### src/rtl/firstband_predictor_2d_pkg.sv
// Shared definitions for the first-band 2D spatial predictor.
//   pred_mode_e : predictor selection latched at the start of each block
//   med_sel_e   : which operand the median edge detector picks
//   med_select  : MED decision on zero-extended operands. The caller forms
//                 the chosen value at its own width, which keeps this
//                 function independent of the sample width.
package firstband_predictor_2d_pkg;

  typedef enum logic [1:0] {
    LEFT = 2'd0,
    UP   = 2'd1,
    AVG  = 2'd2,
    MED  = 2'd3
  } pred_mode_e;

  typedef enum logic [1:0] {
    MED_SEL_MIN  = 2'd0,
    MED_SEL_MAX  = 2'd1,
    MED_SEL_GRAD = 2'd2
  } med_sel_e;

  // Widest sample the MED comparison supports.
  localparam int MED_MAX_W = 32;

  // Median edge detector:
  //   upleft >= max(left,up) -> min(left,up)
  //   upleft <= min(left,up) -> max(left,up)
  //   otherwise              -> left + up - upleft
  function automatic med_sel_e med_select(
    input logic [MED_MAX_W-1:0] left,
    input logic [MED_MAX_W-1:0] up,
    input logic [MED_MAX_W-1:0] upleft
  );
    logic [MED_MAX_W-1:0] mx;
    logic [MED_MAX_W-1:0] mn;
    mx = (left > up) ? left : up;
    mn = (left > up) ? up : left;
    if (upleft >= mx) begin
      med_select = MED_SEL_MIN;
    end else if (upleft <= mn) begin
      med_select = MED_SEL_MAX;
    end else begin
      med_select = MED_SEL_GRAD;
    end
  endfunction

endpackage

### src/rtl/firstband_line_buffer.sv
// One-row delay line for the first-band predictor.
// Each write pushes i_din in. o_dout is the sample written 2^DEPTH_LOG
// writes earlier, which is the pixel directly above the current one when
// the block width equals the depth.
// Ports:
//   clk    : clock, rising edge
//   rst    : asynchronous active-low reset (pointer only, contents kept)
//   i_we   : write enable (one input transfer)
//   i_din  : sample to store
//   o_dout : oldest sample, read before this cycle's write
module firstband_line_buffer
  import firstband_predictor_2d_pkg::*;
#(
  parameter int DATA_WIDTH = 16,
  parameter int DEPTH_LOG  = 4
) (
  input  logic                  clk,
  input  logic                  rst,
  input  logic                  i_we,
  input  logic [DATA_WIDTH-1:0] i_din,
  output logic [DATA_WIDTH-1:0] o_dout
);

  logic [DATA_WIDTH-1:0] r_mem [2**DEPTH_LOG];
  logic [DEPTH_LOG-1:0]  r_ptr;

  // Pointer realignment on reset is harmless: a full row is written
  // before any up sample is used.
  always_ff @(posedge clk or negedge rst) begin
    if (!rst) begin
      r_ptr <= '0;
    end else if (i_we) begin
      r_ptr <= r_ptr + 1'b1;
    end
  end

  always_ff @(posedge clk) begin
    if (i_we) begin
      r_mem[r_ptr] <= i_din;
    end
  end

  // The slot about to be overwritten holds the oldest sample.
  assign o_dout = r_mem[r_ptr];

endmodule

### src/rtl/firstband_predictor_2d.sv
// First-band 2D spatial predictor with AXI-stream input and output.
// Samples arrive in raster order within blocks of
// 2^BLOCK_WIDTH_LOG x 2^BLOCK_HEIGHT_LOG. Each sample gets a prediction
// from its left/up/upleft neighbours and a residual x - prediction,
// presented one cycle after the input transfer.
// Ports:
//   clk, rst             : clock; asynchronous active-low reset
//   x_valid/x_ready      : input handshake
//   x_data               : unsigned input sample
//   mode                 : predictor mode, latched on the first sample of a block
//   prediction_valid/_ready : output handshake
//   prediction_data      : unsigned prediction
//   residual_data        : two's-complement residual, DATA_WIDTH+1 bits
//   prediction_last      : marks the final sample of each block
module firstband_predictor_2d
  import firstband_predictor_2d_pkg::*;
#(
  parameter int DATA_WIDTH       = 16,
  parameter int BLOCK_WIDTH_LOG  = 4,
  parameter int BLOCK_HEIGHT_LOG = 4
) (
  input  logic                  clk,
  input  logic                  rst,
  input  logic                  x_valid,
  output logic                  x_ready,
  input  logic [DATA_WIDTH-1:0] x_data,
  input  logic [1:0]            mode,
  output logic                  prediction_valid,
  input  logic                  prediction_ready,
  output logic [DATA_WIDTH-1:0] prediction_data,
  output logic [DATA_WIDTH:0]   residual_data,
  output logic                  prediction_last
);

  // Floor of the mean, with the sum formed one bit wider to avoid overflow.
  function automatic logic [DATA_WIDTH-1:0] avg_floor(
    input logic [DATA_WIDTH-1:0] a,
    input logic [DATA_WIDTH-1:0] b
  );
    logic [DATA_WIDTH:0] sum;
    sum = {1'b0, a} + {1'b0, b};
    avg_floor = DATA_WIDTH'(sum >> 1);
  endfunction

  logic                         w_fire_in;
  logic [BLOCK_WIDTH_LOG-1:0]   r_col;
  logic [BLOCK_HEIGHT_LOG-1:0]  r_row;
  pred_mode_e                   r_mode;
  logic                         w_start;
  logic                         w_col_last;
  logic                         w_row_last;

  logic [DATA_WIDTH-1:0]        w_up;
  logic [DATA_WIDTH-1:0]        r_left;
  logic [DATA_WIDTH-1:0]        r_upleft;
  logic [DATA_WIDTH-1:0]        w_min;
  logic [DATA_WIDTH-1:0]        w_max;
  logic [DATA_WIDTH-1:0]        w_grad;
  med_sel_e                     w_med_sel;
  logic [DATA_WIDTH-1:0]        w_pred;
  logic signed [DATA_WIDTH:0]   w_res;

  logic                         r_vld_p1;
  logic [DATA_WIDTH-1:0]        r_pred_p1;
  logic signed [DATA_WIDTH:0]   r_res_p1;
  logic                         r_last_p1;

  // A new sample is accepted whenever the output register is free or draining.
  assign x_ready    = prediction_ready | ~r_vld_p1;
  assign w_fire_in  = x_valid & x_ready;

  assign w_start    = (r_col == '0) && (r_row == '0);
  assign w_col_last = &r_col;
  assign w_row_last = &r_row;

  // Position counters and per-block mode.
  always_ff @(posedge clk or negedge rst) begin
    if (!rst) begin
      r_col  <= '0;
      r_row  <= '0;
      r_mode <= LEFT;
    end else if (w_fire_in) begin
      r_col <= r_col + 1'b1;
      if (w_col_last) begin
        r_row <= r_row + 1'b1;
      end
      if (w_start) begin
        r_mode <= pred_mode_e'(mode);
      end
    end
  end

  firstband_line_buffer #(
    .DATA_WIDTH (DATA_WIDTH),
    .DEPTH_LOG  (BLOCK_WIDTH_LOG)
  ) u_line_buffer (
    .clk    (clk),
    .rst    (rst),
    .i_we   (w_fire_in),
    .i_din  (x_data),
    .o_dout (w_up)
  );

  // Left and upleft neighbours; zeroed on the last column so every row
  // starts clean. They are only consumed from column 1 onward.
  always_ff @(posedge clk) begin
    if (w_fire_in) begin
      if (w_col_last) begin
        r_left   <= '0;
        r_upleft <= '0;
      end else begin
        r_left   <= x_data;
        r_upleft <= w_up;
      end
    end
  end

  assign w_min     = (r_left > w_up) ? w_up : r_left;
  assign w_max     = (r_left > w_up) ? r_left : w_up;
  // Only selected when upleft lies strictly between min and max, so the
  // modular result is exact.
  assign w_grad    = r_left + w_up - r_upleft;
  assign w_med_sel = med_select(MED_MAX_W'(r_left), MED_MAX_W'(w_up),
                                MED_MAX_W'(r_upleft));

  // Position decides first; the latched mode only applies in the interior.
  always_comb begin
    w_pred = '0;
    if (w_start) begin
      w_pred = '0;
    end else if (r_row == '0) begin
      w_pred = r_left;
    end else if (r_col == '0) begin
      w_pred = w_up;
    end else begin
      case (r_mode)
        LEFT: w_pred = r_left;
        UP:   w_pred = w_up;
        AVG:  w_pred = avg_floor(r_left, w_up);
        MED: begin
          case (w_med_sel)
            MED_SEL_MIN: w_pred = w_min;
            MED_SEL_MAX: w_pred = w_max;
            default:     w_pred = w_grad;
          endcase
        end
        default: w_pred = '0;
      endcase
    end
  end

  assign w_res = signed'({1'b0, x_data}) - signed'({1'b0, w_pred});

  // ---- stage p1: output register ----
  always_ff @(posedge clk or negedge rst) begin
    if (!rst) begin
      r_vld_p1  <= 1'b0;
      r_pred_p1 <= '0;
      r_res_p1  <= '0;
      r_last_p1 <= 1'b0;
    end else begin
      if (w_fire_in) begin
        r_vld_p1  <= 1'b1;
        r_pred_p1 <= w_pred;
        r_res_p1  <= w_res;
        r_last_p1 <= w_col_last & w_row_last;
      end else if (prediction_ready) begin
        r_vld_p1  <= 1'b0;
      end
    end
  end

  assign prediction_valid = r_vld_p1;
  assign prediction_data  = r_pred_p1;
  assign residual_data    = r_res_p1;
  assign prediction_last  = r_last_p1;

endmodule

### config.mk
export PLATFORM = sky130hd
export DESIGN_NAME = firstband_predictor_2d
export DESIGN_NICKNAME = d
export VERILOG_FILES = /design/src/rtl/firstband_predictor_2d_pkg.sv /design/src/rtl/firstband_line_buffer.sv /design/src/rtl/firstband_predictor_2d.sv
export SDC_FILE = /design/constraint.sdc
export NUM_CORES = 1
export LEC_CHECK = 0
export ABC_AREA = 1
export BUFFER_PORTS_ARGS = -buffer_cell sky130_fd_sc_hd__buf_2
export CAP_MARGIN = 20
export CORE_ASPECT_RATIO = 0.9
export CORE_MARGIN = 2
export CORE_UTILIZATION = 45
export CTS_CLUSTER_SIZE = 30
export DETAILED_ROUTE_END_ITERATION = 7
export GPL_TIMING_DRIVEN = 0
export PLACE_DENSITY_LB_ADDON = 0.1
export SLEW_MARGIN = 5
export SYNTH_ARGS = -nofsm -noshare
export SYNTH_HDL_FRONTEND = slang
export SYNTH_SLANG_ARGS = --single-unit
export TNS_END_PERCENT = 1
### constraint.sdc
create_clock -name clk -period 6.6 [get_ports clk]
set_clock_uncertainty 0.15 [all_clocks]
set_input_delay 0.33 -clock clk [delete_from_list [all_inputs] [get_ports clk]]
set_output_delay 0.33 -clock clk [all_outputs]
set_load 0.05 [all_outputs]
=== Word-level counts from Yosys, hierarchy flattened ===
Memories as Yosys holds them, arrays and structs flattened.
Index checks and enable logic that the tools add are counted.

* Add/sub/neg operators: 7
* $lt $le $gt $ge: 4
* Equality and inequality tests: 4
* Muxes and demuxes: 15
* Bitwise gates (word level): 4
* Reductions and logical operators: 10

{| class="wikitable"
|+ Operators with widths
! kind !! count
|-
| $mux 16 || 7
|-
| $pmux 16 s4 || 1
|-
| $gt 16x16->1 || 2
|-
| $pmux 16 s2 || 1
|-
| $add 16x16->17 || 1
|-
| $sub 16x16->17 || 1
|-
| $add 16x16->16 || 1
|-
| $ge 16x16->1 || 1
|-
| $le 16x16->1 || 1
|-
| $sub 16x16->16 || 1
|-
| $add 4x1->4 const B || 3
|-
| $logic_not 4->1 || 2
|-
| $reduce_and 4->1 || 2
|-
| $reduce_and 5->1 || 1
|-
| $eq 2x1->1 const B || 2
|-
| $eq 2x2->1 const B || 2
|-
| $logic_not 2->1 || 2
|-
| $mux 1 || 4
|-
| $mux 2 || 2
|-
| $and 1x1->1 || 2
|-
| $reduce_and 2->1 || 1
|-
| $reduce_bool 2->1 || 1
|-
| $logic_and 1x1->1 || 1
|-
| $not 1->1 || 1
|-
| $or 1x1->1 || 1
|}

* Flip-flop bits (word level): 81
* Memory bits (writable): 256
* Input port bits: 22
* Word-level logic and storage cells: 55
* Memories kept: 1

{| class="wikitable"
|+ Memory list
! memory !! words !! width !! rd ports !! clocked after memory_dff !! wr ports !! line !! source
|-
| u_line_buffer.r_mem || 16 || 16 || 1 || 0 || 1 || firstband_line_buffer.sv:24 || <nowiki>logic [DATA_WIDTH-1:0] r_mem [2**DEPTH_LOG];</nowiki>
|}

=== Longest topological paths before layout ===
Gate-level depths: netlist (run 1).
An unclocked memory read counts as a cell.

* Depth after elaboration: 13
* Gate-level depth with buffers: 55

=== By module ===
From an unflattened synthesis (run 1), not the netlist that was laid out.

* Cell total of the unflattened synthesis: 2,491
* Area, all modules: 20,330.7 um2

{| class="wikitable"
|+ Modules (own cells, without submodules)
! module !! instances !! cells each !! area each (um2)
|-
| firstband_line_buffer || 1 || 1,198 || 11,653.7
|-
| firstband_predictor_2d || 1 || 1,293 || 8,677.1
|}

=== Worst setup path after synthesis (run 1) ===
No wires, ideal clock.

* Path kind: reg-to-reg
* From: register u_line_buffer.r_ptr[0]
* To: register r_res_p1[14], in the netlist residual_data[14]
* Library setup time: 0.135 ns
* Data arrival time: 6.010 ns
* Required time: 6.315 ns
* Setup slack: 0.305 ns
* Stages on the path, launching flop included: 43
* Period minus slack after synthesis: 6.295 ns
* Cells stage by stage: dfrtp_1 -> inv_2 -> buf_4 -> buf_2 -> nor2_1 -> o22ai_1 -> nand2_1 -> nand2_2 -> nor2_4 -> ha_1 -> nand3_1 -> nor3_2 -> nand4_2 -> nand2_4 -> buf_4 -> nand2_1 -> o21ai_1 -> ha_1 -> [7 not listed] -> buf_2 -> nand2_1 -> nand3b_1 -> nand2_1 -> nand2_1 -> a21boi_1 -> ha_1 -> fa_1 -> nand3b_1 -> nand2_1 -> a31oi_1 -> o21ai_0 -> a21boi_0 -> o21ai_0 -> nand2_1 -> nand2_1 -> xnor2_1 -> o21ai_0

* Longest elaborated chain between the ends: 13
* Elaborated cells on any way between the ends: 22
* Classes of those cells: add/sub (4); order compare (4); eq/ne (1); mux (11); reduce/logical (1); memory (1)

{| class="wikitable"
|+ Ends and longest elaborated chain
! item !! line !! source
|-
| start: declaration || firstband_line_buffer.sv:25 || <nowiki>logic [DEPTH_LOG-1:0] r_ptr;</nowiki>
|-
| start signal: assignment || firstband_line_buffer.sv:33 || <nowiki>r_ptr <= r_ptr + 1'b1;</nowiki>
|-
| $mem_v2 16x16 (*) || n/a ||
|-
| $gt 16x16->1 || n/a ||
|-
| $mux 16 || firstband_predictor_2d_pkg.sv:37, firstband_predictor_2d.sv:118 ||
|-
| $le 16x16->1 || firstband_predictor_2d_pkg.sv:40 || <nowiki>end else if (upleft <= mn) begin</nowiki>
|-
| $mux 2 || firstband_predictor_2d_pkg.sv:40 ||
|-
| $mux 2 || firstband_predictor_2d_pkg.sv:38 || <nowiki>if (upleft >= mx) begin</nowiki>
|-
| $eq 2x1->1 / $logic_not 2->1 (equally long branches) || firstband_predictor_2d.sv:141 || <nowiki>case (w_med_sel)</nowiki>
|-
| $pmux 16 s2 || firstband_predictor_2d.sv:141 ||
|-
| $pmux 16 s4 || firstband_predictor_2d.sv:136 || <nowiki>case (r_mode)</nowiki>
|-
| $mux 16 (*) || firstband_predictor_2d.sv:133 || <nowiki>end else if (r_col == '0) begin</nowiki>
|-
| $mux 16 (*) || firstband_predictor_2d.sv:131 || <nowiki>end else if (r_row == '0) begin</nowiki>
|-
| $mux 16 (*) || firstband_predictor_2d.sv:129 || <nowiki>if (w_start) begin</nowiki>
|-
| via w_pred[0] || firstband_predictor_2d.sv:60 || <nowiki>logic [DATA_WIDTH-1:0] w_pred;</nowiki>
|-
| $sub 16x16->17 (*) || firstband_predictor_2d.sv:152 || <nowiki>assign w_res = signed'({1'b0, x_data}) - signed'({1'b0, w_pred});</nowiki>
|-
| end signal: assignment || firstband_predictor_2d.sv:165 || <nowiki>r_res_p1 <= w_res;</nowiki>
|-
| end: declaration || firstband_predictor_2d.sv:65 || <nowiki>logic signed [DATA_WIDTH:0] r_res_p1;</nowiki>
|}

The timed path passes the listed nets; every way through them passes the cells marked *.
A chain may end at the register's enable or synchronous reset.

=== Final worst setup path (run 1) ===
* From: register u_line_buffer.r_ptr[0]
* To: register r_res_p1[14], in the netlist residual_data[14]

* Longest elaborated chain between the ends: 13
* Elaborated cells on any way between the ends: 22
* Classes of those cells: add/sub (4); order compare (4); eq/ne (1); mux (11); reduce/logical (1); memory (1)

{| class="wikitable"
|+ Ends and longest elaborated chain
! item !! line !! source
|-
| $mem_v2 16x16 (*) || n/a ||
|-
| via u_line_buffer.o_dout[0] || firstband_line_buffer.sv:21 || <nowiki>output logic [DATA_WIDTH-1:0] o_dout</nowiki>
|-
| $gt 16x16->1 || n/a ||
|-
| $mux 16 || firstband_predictor_2d_pkg.sv:37, firstband_predictor_2d.sv:118 ||
|-
| $le 16x16->1 || firstband_predictor_2d_pkg.sv:40 ||
|-
| $mux 2 || firstband_predictor_2d_pkg.sv:40 ||
|-
| $mux 2 || firstband_predictor_2d_pkg.sv:38 ||
|-
| $eq 2x1->1 / $logic_not 2->1 (equally long branches) || firstband_predictor_2d.sv:141 ||
|-
| $pmux 16 s2 || firstband_predictor_2d.sv:141 ||
|-
| $pmux 16 s4 || firstband_predictor_2d.sv:136 ||
|-
| $mux 16 (*) || firstband_predictor_2d.sv:133 ||
|-
| $mux 16 (*) || firstband_predictor_2d.sv:131 ||
|-
| $mux 16 (*) || firstband_predictor_2d.sv:129 ||
|-
| via w_pred[0] || firstband_predictor_2d.sv:60 ||
|-
| $sub 16x16->17 (*) || firstband_predictor_2d.sv:152 ||
|}

Marked as above.

==> results of run 1 <==
## cell type report
class | instances | share of cell area
multi-input cells | 1387 | 0.371
flip-flops and latches | 337 | 0.429
clock inverters | 24 | 0.0105
inverters | 208 | 0.0343
plain buffers | 77 | 0.0296
well taps | 540 | 0.0293
clock buffers | 45 | 0.0424
repair buffers | 148 | 0.0543
## sequential cells by signal (all words and copies together) (netlist names)
signal and flops:
r_mode 2, residual_data 17, r_left 16, r_row 4
prediction_last 1, prediction_valid 1, u_line_buffer.r_ptr 4, r_upleft 16
u_line_buffer.r_mem 256, prediction_data 16, r_col 4
## placed cells by master (no fill, tap or decap), types with 47 or more instances in the layout
| master | instances |
|---|---|
| nand3_1 | 59 |
| nand2_1 | 412 |
| buf_2 | 59 |
| a21oi_1 | 92 |
| o21ai_0 | 148 |
| nor2_1 | 191 |
| dfrtp_1 | 47 |
| inv_1 | 183 |
| ha_1 | 74 |
| o22ai_1 | 49 |
| o21ai_1 | 59 |
| edfxtp_1 | 288 |
| buf_4 | 76 |
## how the worst max path moves through the flow
stage,endpoint,slack (ns),depth (start not counted)
6_report,residual_data[14]$_DFFE_PN0P_,-0.12,46
5_1_grt,residual_data[16]$_DFFE_PN0P_,-0.31,50
4_1_cts,residual_data[16]$_DFFE_PN0P_,0.004,47
3_5_place_dp,residual_data[14]$_DFFE_PN0P_,-1.68,40
3_3_place_gp,residual_data[16]$_DFFE_PN0P_,-1.60,41
2_1_floorplan,residual_data[14]$_DFFE_PN0P_,0.31,42
## worst max-delay path: cells and delay by family (launching register included)
kind	cells	cell delay [ns]
AO/OA/AOI/OAI	11	1.21
adder cells (fa/ha/maj)	4	1.15
flip-flops	1	0.48
XOR/XNOR	1	0.13
AND/OR/NAND/NOR	22	2.18
buffers and inverters	8	1.27
## timing repair
item	4_1_cts	5_1_grt
endpoints found under the setup margin	16	11
resized for setup	164	127
hold endpoints to repair	52	0
hold buffers	4	0
cloned	3	3
buffers inserted	35	29
pin swaps	37	73
## cell usage after synthesis, types with 2 or more instances
master,number
edfxtp_1,288
or2_2,3
o21ai_1,56
buf_4,10
clkinv_1,2
ha_1,104
nand3b_1,4
nor2_4,15
nand2_2,7
inv_1,191
nor2_1,217
nand4_1,15
inv_2,15
o21ai_0,175
clkbuf_1,34
o22ai_1,54
a21oi_1,102
o31ai_1,2
buf_6,15
buf_2,17
nor3_1,4
dfrtp_1,49
nor3_2,3
xor2_1,17
o21bai_1,3
a211oi_1,3
fa_1,17
nand3_1,70
o21a_1,6
nand2_1,451
a21o_1,6
xnor2_1,14
o21ai_2,16
a31oi_1,3
nand4_2,2
## kinds of logic after synthesis
logic type                 synth area share
and+or+nand+nor                       0.179
AOI/OAI and AO/OA                     0.127
DFF                                   0.526
buffers and inverters                0.0664
adders and majority gates            0.0874
xor gates and xnor gates             0.0145
## through the flow
stage | cell area, um^2 | instances | setup TNS (ns)
3_3_place_gp | 19700 | 2606 | -11.88
4_1_cts | 22300 | 2734 | 0
2_1_floorplan | 18800 | 2009 | 0
6_report | 23000 | 2766 | -0.279
5_1_grt | 23000 | 2766 | -2.21
3_5_place_dp | 20100 | 2623 | -12.96
## per-layer routing
| metal | vias to the layer above | wire [um] |
|---|---|---|
| li1 | 7220 | - |
| met1 | 7460 | 28500 |
| met2 | 671 | 25500 |
| met3 | 70 | 5420 |
| met4 | 0 | 1360 |
| met5 | - | 0 |
==> metrics.txt, run 1 <==
failing checks=setup timing; # IOs=58; post-synth top area share=0.461; first-pass detailed-route iteration total=6; final net count=2340; DR iter-0 viols=1680; Synth Instances=2009; RePlAce Congestion=0.957; Setup violations, final=4; final worst-path cycle share=1.02; largest net degree at the start of global routing=50; FF-to-FF End=residual_data[14]$_DFFE_PN0P_; area leader, netlist=edfxtp_1; critical path launch point type=register; GR peak layer=met1; die height=198 um; syn nets=2152; Reg-to-Reg Start=u_line_buffer.r_ptr[0]$_DFFE_PN0P_; worst hold path depth=1; Area Overhead vs Synth=22.7%; met3 Usage GRT=0.0505; chip width=219 um; fmax=149 MHz; Most used DFF post-synth=edfxtp_1; register area=9880 um^2; synth top area cells=edfxtp_1, nand2_1, ha_1; share of cells above drive strength 1=0.219; Required @ worst endpoint=6.87 ns; initial antenna violation count=1; Hold Startpoint=x_data[14]; clock slew at reported path FFs=0.06 ns; met2 GRT Util=0.402; total core area=40900 um^2; CTS tree=built; Yosys reg bits=337; PnR worst setup slack=-0.119 ns; initial core utilization=0.459; die area=43400 um^2; Hold Crit Class=input pin to register; multi-input gate area in the final layout=8540 um^2; GRT Resource Usage Total=0.279; Netlist cell types=54; number of vias per cell=5.58; final hold slack=0.0395 ns; Setup WS pre-CTS=-1.68 ns; Worst path max stage delay=0.48 ns; number of clock sinks=337; Slew HR=0.272; sequential area share after synthesis=0.526; DRC violations left=0; MaxCap Viol Count=0; via count=15421; Setup crit start=u_line_buffer.r_ptr[0]$_DFFE_PN0P_; Ant. Diodes=0; hpwl dp=43.2 mm; Worst-Margin Slew=1.09 ns; met1 Track Usage GR=0.432; Worst Hold Path EP=u_line_buffer.r_mem[8][14]$_DFFE_PP_; PortBufs=57; post-route ant nets=0; register-to-register setup slack=-0.12 ns; RSZ-0062 raised after global routing=yes; wire per inst=22.0 um; syn_area_per_cell=9.35 um^2; H-tree depth=2; fin util=0.563; first-pass GRT wire length=88.6 mm; Routed Wire Length=60.8 mm; Async SR Flop Fraction=0.145; via count of the first global-routing pass=14102; critical path arrival=6.99 ns; Worst Setup End Kind=register; crit-path max FO=11; Synth warnings=0; Slowest cell on crit path=dfrtp_2; Row Count=70; worst-case reg-to-reg path depth=46; CP Class=register to register; Final Hold Viols=0; Final Max Tran Viols=0; outcome=finished with violations; netlist area before placement=18800 um^2; Max clock buf depth=3; Fillers=3579; Num CTS Buffers=38; post-layout min period=6.72 ns; clk_lat worst skew=0.56 ns; Post-synth EDFFs=288; Root Driver=clkbuf_16; Congestion Overflow GR=0; crit-path most repeated cell=nand2_1
Power of run 1 is not shown: default switching activity piles up to over one toggle a cycle in this logic, so the estimate is an artifact.
==> run 2, diff against run 1 <==
Settings changed: CORE_UTILIZATION 45 to 37.
==> metrics.txt, run 2 (same netlist as run 1, synthesis figures left out) <==
DRC violations left=0 (unchanged); Final Max Tran Viols=0 (unchanged); Area Overhead vs Synth=26.4%; Hold Startpoint=x_data[14]; Final Hold Viols=0 (unchanged); initial core utilization=0.374 (-0.0855); CTS tree=built; post-route ant nets=0 (unchanged); commonest non-fill, non-tap cells in the layout=nand2_1, edfxtp_1, nor2_1; DR iter-0 viols=1525 (-9.2%); PnR worst setup slack=-0.0705 ns (+0.0487 ns); Fillers=4770 (+33%); Ant. Diodes=0 (unchanged); fmax=150 MHz (+0.73%); Final Non-Filler Cells=2911 (+5.2%); Setup crit start=u_line_buffer.r_ptr[0]$_DFFE_PN0P_; Setup violations, final=4 (unchanged); worst hold path depth=1 (unchanged); clk_lat worst skew=0.57 ns (about the same); hpwl dp=47.0 mm (+8.8%); first-pass detailed-route iteration total=7 (+1); Required @ worst endpoint=6.88 ns (about the same); Slew HR=0.359 (+0.0870); crit-path max FO=10 (-1); via count of the first global-routing pass=14734 (+4.5%); first-pass GRT wire length=96.8 mm (+9.2%); die height=218 um (+10%); chip width=241 um (+10%); register area=9880 um^2 (unchanged); Congestion Overflow GR=0 (unchanged); GRT Resource Usage Total=0.253 (-0.0253); RePlAce Congestion=0.894 (-6.5%); Worst Hold Path EP=u_line_buffer.r_mem[6][14]$_DFFE_PP_; outcome=finished with violations; Num CTS Buffers=41 (+7.9%); failing checks=setup timing; Reg-to-Reg Start=u_line_buffer.r_ptr[0]$_DFFE_PN0P_; # IOs=58 (unchanged); Worst-Margin Slew=0.958 ns (-0.128 ns); Row Count=78 (+11%); Slowest cell on crit path=dfrtp_2; Max clock buf depth=3 (unchanged); crit-path most repeated cell=nand2_1; MaxCap Viol Count=0 (unchanged); via count=15342 (-0.51%); max FFs per register=256 (unchanged); clock slew at reported path FFs=0.06 ns (about the same); critical path launch point type=register; initial antenna violation count=0 (-1); critical path arrival=6.95 ns (-0.04 ns); total core area=50300 um^2 (+23%); share of cells above drive strength 1=0.229 (+0.0107); RSZ-0062 raised after global routing=yes; final net count=2347 (+0.30%); number of clock sinks=337 (unchanged); Placed Cells=2762 (+5.3%); largest net degree at the start of global routing=31 (-38%); number of vias per cell=5.27 (-5.5%); register-to-register setup slack=-0.07 ns (+0.05 ns); multi-input gate area in the final layout=8750 um^2 (+2.5%); die area=52600 um^2 (+21%); Worst path max stage delay=0.50 ns (+0.02 ns); PortBufs=57 (unchanged); post-layout min period=6.67 ns (-0.0487 ns); Routed Wire Length=66.2 mm (+8.9%); Largest Register=u_line_buffer.r_mem; Worst Setup End Kind=register; final worst-path cycle share=1.01 (-0.00738); wire per inst=22.7 um (+3.5%); H-tree depth=2 (unchanged); CP Class=register to register; Root Driver=clkbuf_16; worst-case reg-to-reg path depth=42 (-8.7%); FF-to-FF End=residual_data[14]$_DFFE_PN0P_; commonest non-fill, non-tap cell in the layout=nand2_1; Hold Crit Class=input pin to register
## run 2: changes by cell type in the layout (fill, tap and decap cells not counted), sizes merged
cell      previous run  this run
clkinvlp             4         1
clkbuf              80        85
inv                208       207
clkinv              16        14
bufbuf               1         0
buf                185       192
## run 2: area by class of cell
cell class	instances	share of cell area
clock buffers	52	0.0450
multi-input cells	1387	0.369
clock inverters	18	0.00823
plain buffers	74	0.0295
well taps	680	0.0359
flip-flops and latches	337	0.416
inverters	208	0.0336
repair buffers	155	0.0627
## run 2: worst max-delay path: cells and delay by family, from the launching register on
kind	cells	cell delay, ns
buffers and inverters	9	1.28
and+or+nand+nor	17	2.10
AOI/OAI and AO/OA	11	1.27
DFF	1	0.50
xor gates and xnor gates	1	0.14
adders and majority gates	4	1.08
## run 2: worst max path at each step
stage                                          to  slack [ns]
floorplan           residual_data[14]$_DFFE_PN0P_        0.31
global placement    residual_data[16]$_DFFE_PN0P_       -1.93
detailed placement  residual_data[16]$_DFFE_PN0P_       -1.92
CTS                 residual_data[16]$_DFFE_PN0P_       -0.10
global route        residual_data[14]$_DFFE_PN0P_       -0.33
finish              residual_data[14]$_DFFE_PN0P_       -0.07
## run 2: stage by stage
| stage | utilization | TNS, ns | cell area (um^2) | hold WS (ns) | setup WS (ns) |
|---|---|---|---|---|---|
| after floorplan | - | 0 | 18800 | -0.116 | 0.305 |
| final | 0.472 | -0.163 | 23700 | 0.0325 | -0.0705 |
| after global placement | 0.396 | -16.71 | 19900 | 0.316 | -1.93 |
| after detailed placement | 0.404 | -17.19 | 20300 | 0.172 | -1.92 |
| after global routing | 0.472 | -2.58 | 23700 | 0.0316 | -0.334 |
| after CTS | 0.456 | -0.328 | 22900 | 0.0149 | -0.105 |
## run 2: repair_timing
action	4_1_cts	5_1_grt
gates cloned	4	6
buffers inserted	46	22
resized for setup	200	149
hold buffers	4	0
pin swaps	58	84
setup endpoints to repair	17	12
endpoints found under the hold margin	52	0
## run 2: metal layers
| metal | global-route usage | vias to the layer above | wire length, um |
|---|---|---|---|
| met5 | 0 | - | 0 |
| met2 | 0.367 | 508 | 28000 |
| met3 | 0.0394 | 56 | 4550 |
| met4 | 0.0461 | 0 | 1090 |
| li1 | - | 7237 | - |
| met1 | 0.400 | 7541 | 32500 |
Power of run 2 is left out for the same reason.
==> run 3, diff against run 2 <==
Settings changed: BUFFER_PORTS_ARGS -buffer_cell sky130_fd_sc_hd__buf_2 to -buffer_cell sky130_fd_sc_hd__buf_4.
==> metrics.txt, run 3 (same netlist as run 1, synthesis figures left out) <==
outcome=finished with violations; failing checks=setup timing; Final Hold Viols=0 (unchanged); via count=15377 (+0.23%); DRC violations left=0 (unchanged); Num CTS Buffers=40 (-2.4%); CTS tree=built; hpwl dp=46.7 mm (-0.72%); post-layout min period=6.64 ns (-0.0296 ns); Worst Setup End Kind=register; crit path buf inv count=8 (-1); RePlAce Congestion=0.923 (+3.2%); die height=218 um (unchanged); Row Count=78 (unchanged); Largest Register=u_line_buffer.r_mem; die area=52600 um^2 (unchanged); number of vias per cell=5.24 (-0.52%); commonest non-fill, non-tap cells in the layout=nand2_1, edfxtp_1, nor2_1; Final Cell Area=24100 um^2 (+1.4%); final worst-path cycle share=1.01 (-0.00449); number of clock sinks=337 (unchanged); DR iter-0 viols=1549 (+1.6%); fmax=151 MHz (+0.45%); CP delay by family, top=simple AND/OR/NAND/NOR gates; # IOs=58 (unchanged); Slowest cell on crit path=dfrtp_2; clk_lat worst skew=0.59 ns (+0.02 ns); Final Max Tran Viols=0 (unchanged); Required @ worst endpoint=6.88 ns (about the same); Ant. Diodes=0 (unchanged); share of cells above drive strength 1=0.233 (+0.00353); GRT Resource Usage Total=0.250 (-0.00357); PnR worst setup slack=-0.0409 ns (+0.0296 ns); initial core utilization=0.374 (unchanged); critical path launch point type=register; final net count=2364 (+0.72%); max FFs per register=256 (unchanged); post-route ant nets=0 (unchanged); Area Overhead vs Synth=28.1%; MaxCap Viol Count=0 (unchanged); Worst path max stage delay=0.45 ns (-0.05 ns); crit-path most repeated cell=nand2_2; Worst-Margin Slew=1.07 ns (+0.117 ns); commonest non-fill, non-tap cell in the layout=nand2_1; PortBufs=57 (unchanged); initial antenna violation count=1 (+1); chip width=241 um (unchanged); clock slew at reported path FFs=0.06 ns (about the same); wire per inst=22.5 um (-1.2%); via count of the first global-routing pass=14694 (-0.27%); H-tree depth=2 (unchanged); Hold Crit Class=input pin to register; Setup WS pre-CTS=-1.94 ns (-0.0142 ns); critical path arrival=6.93 ns (-0.02 ns); largest net degree at the start of global routing=50 (+61%); Routed Wire Length=65.9 mm (-0.49%); Slew HR=0.280 (-0.0793); Root Driver=clkbuf_16; Area after DPL=20400 um^2 (+0.49%); Setup violations, final=2 (-2); RSZ-0062 raised after global routing=yes; total core area=50300 um^2 (unchanged); first-pass GRT wire length=95.6 mm (-1.2%); Max clock buf depth=3 (unchanged); first-pass detailed-route iteration total=5 (-2); CP Class=register to register; crit-path max FO=10 (unchanged); Congestion Overflow GR=0 (unchanged)
## run 3: cell count changes in the layout (fill, tap and decap cells not counted), moves of 5 or more
cell and change:
nor2_2 +7, nor2_1 -5, o21ai_2 +7, buf_2 -59, dlygate4sd3_1 +14, o21ai_4 -5, clkinv_1 +5, buf_4 +55
## run 3: final cells by class
class                           instances  area (um^2)
Fill cell                            4685        26200
Inverter                              208          793
Timing Repair Buffer                  171         1770
Clock inverter                         26          288
Buffer                                 76          779
Multi-Input combinational cell       1387         8670
Tap cell                              680          851
Clock buffer                           48         1030
Sequential cell                       337         9880
## run 3: path summary, 6_finish.rpt
kind / start / endpoint / depth (start not counted) / slack, ns
worst max-delay path: u_line_buffer.r_ptr[0]$_DFFE_PN0P_ / residual_data[14]$_DFFE_PN0P_ / 44 / -0.04
worst min-delay path: x_data[2] / u_line_buffer.r_mem[9][2]$_DFFE_PP_ / 1 / 0.03
worst max register to register: u_line_buffer.r_ptr[0]$_DFFE_PN0P_ / residual_data[14]$_DFFE_PN0P_ / 44 / -0.04
worst min register to register: residual_data[13]$_DFFE_PN0P_ / residual_data[13]$_DFFE_PN0P_ / 2 / 0.33
max in group asynchronous: rst / u_line_buffer.r_ptr[0]$_DFFE_PN0P_ / 2 / 5.63
min in group asynchronous: rst / r_mode[0]$_DFFE_PN0P_ / 2 / 0.17
## run 3: routing by layer
layer | GRT usage | part of all wire
met1 | 0.389 | 0.49
met2 | 0.359 | 0.42
met3 | 0.0429 | 0.071
met4 | 0.0556 | 0.019
met5 | 0 | 0.00020
## run 3: per-stage QoR
step | util | cells | hold slack [ns] | TNS [ns]
after floorplan | - | 2009 | -0.116 | 0
after global placement | 0.399 | 2746 | 0.253 | -17.87
after detailed placement | 0.406 | 2762 | 0.257 | -17.31
after CTS | 0.459 | 2896 | 0.0123 | -0.432
after global routing | 0.479 | 2933 | 0.0175 | -2.46
final | 0.479 | 2933 | 0.0296 | -0.0618
## run 3: what timing repair did
action	CTS	global route
hold buffers	18	0
pin swaps	48	79
gates cloned	4	9
hold endpoints to repair	239	0
resized for setup	187	166
setup buffers	39	30
endpoints found under the setup margin	17	13
Power of run 3 is left out for the same reason.
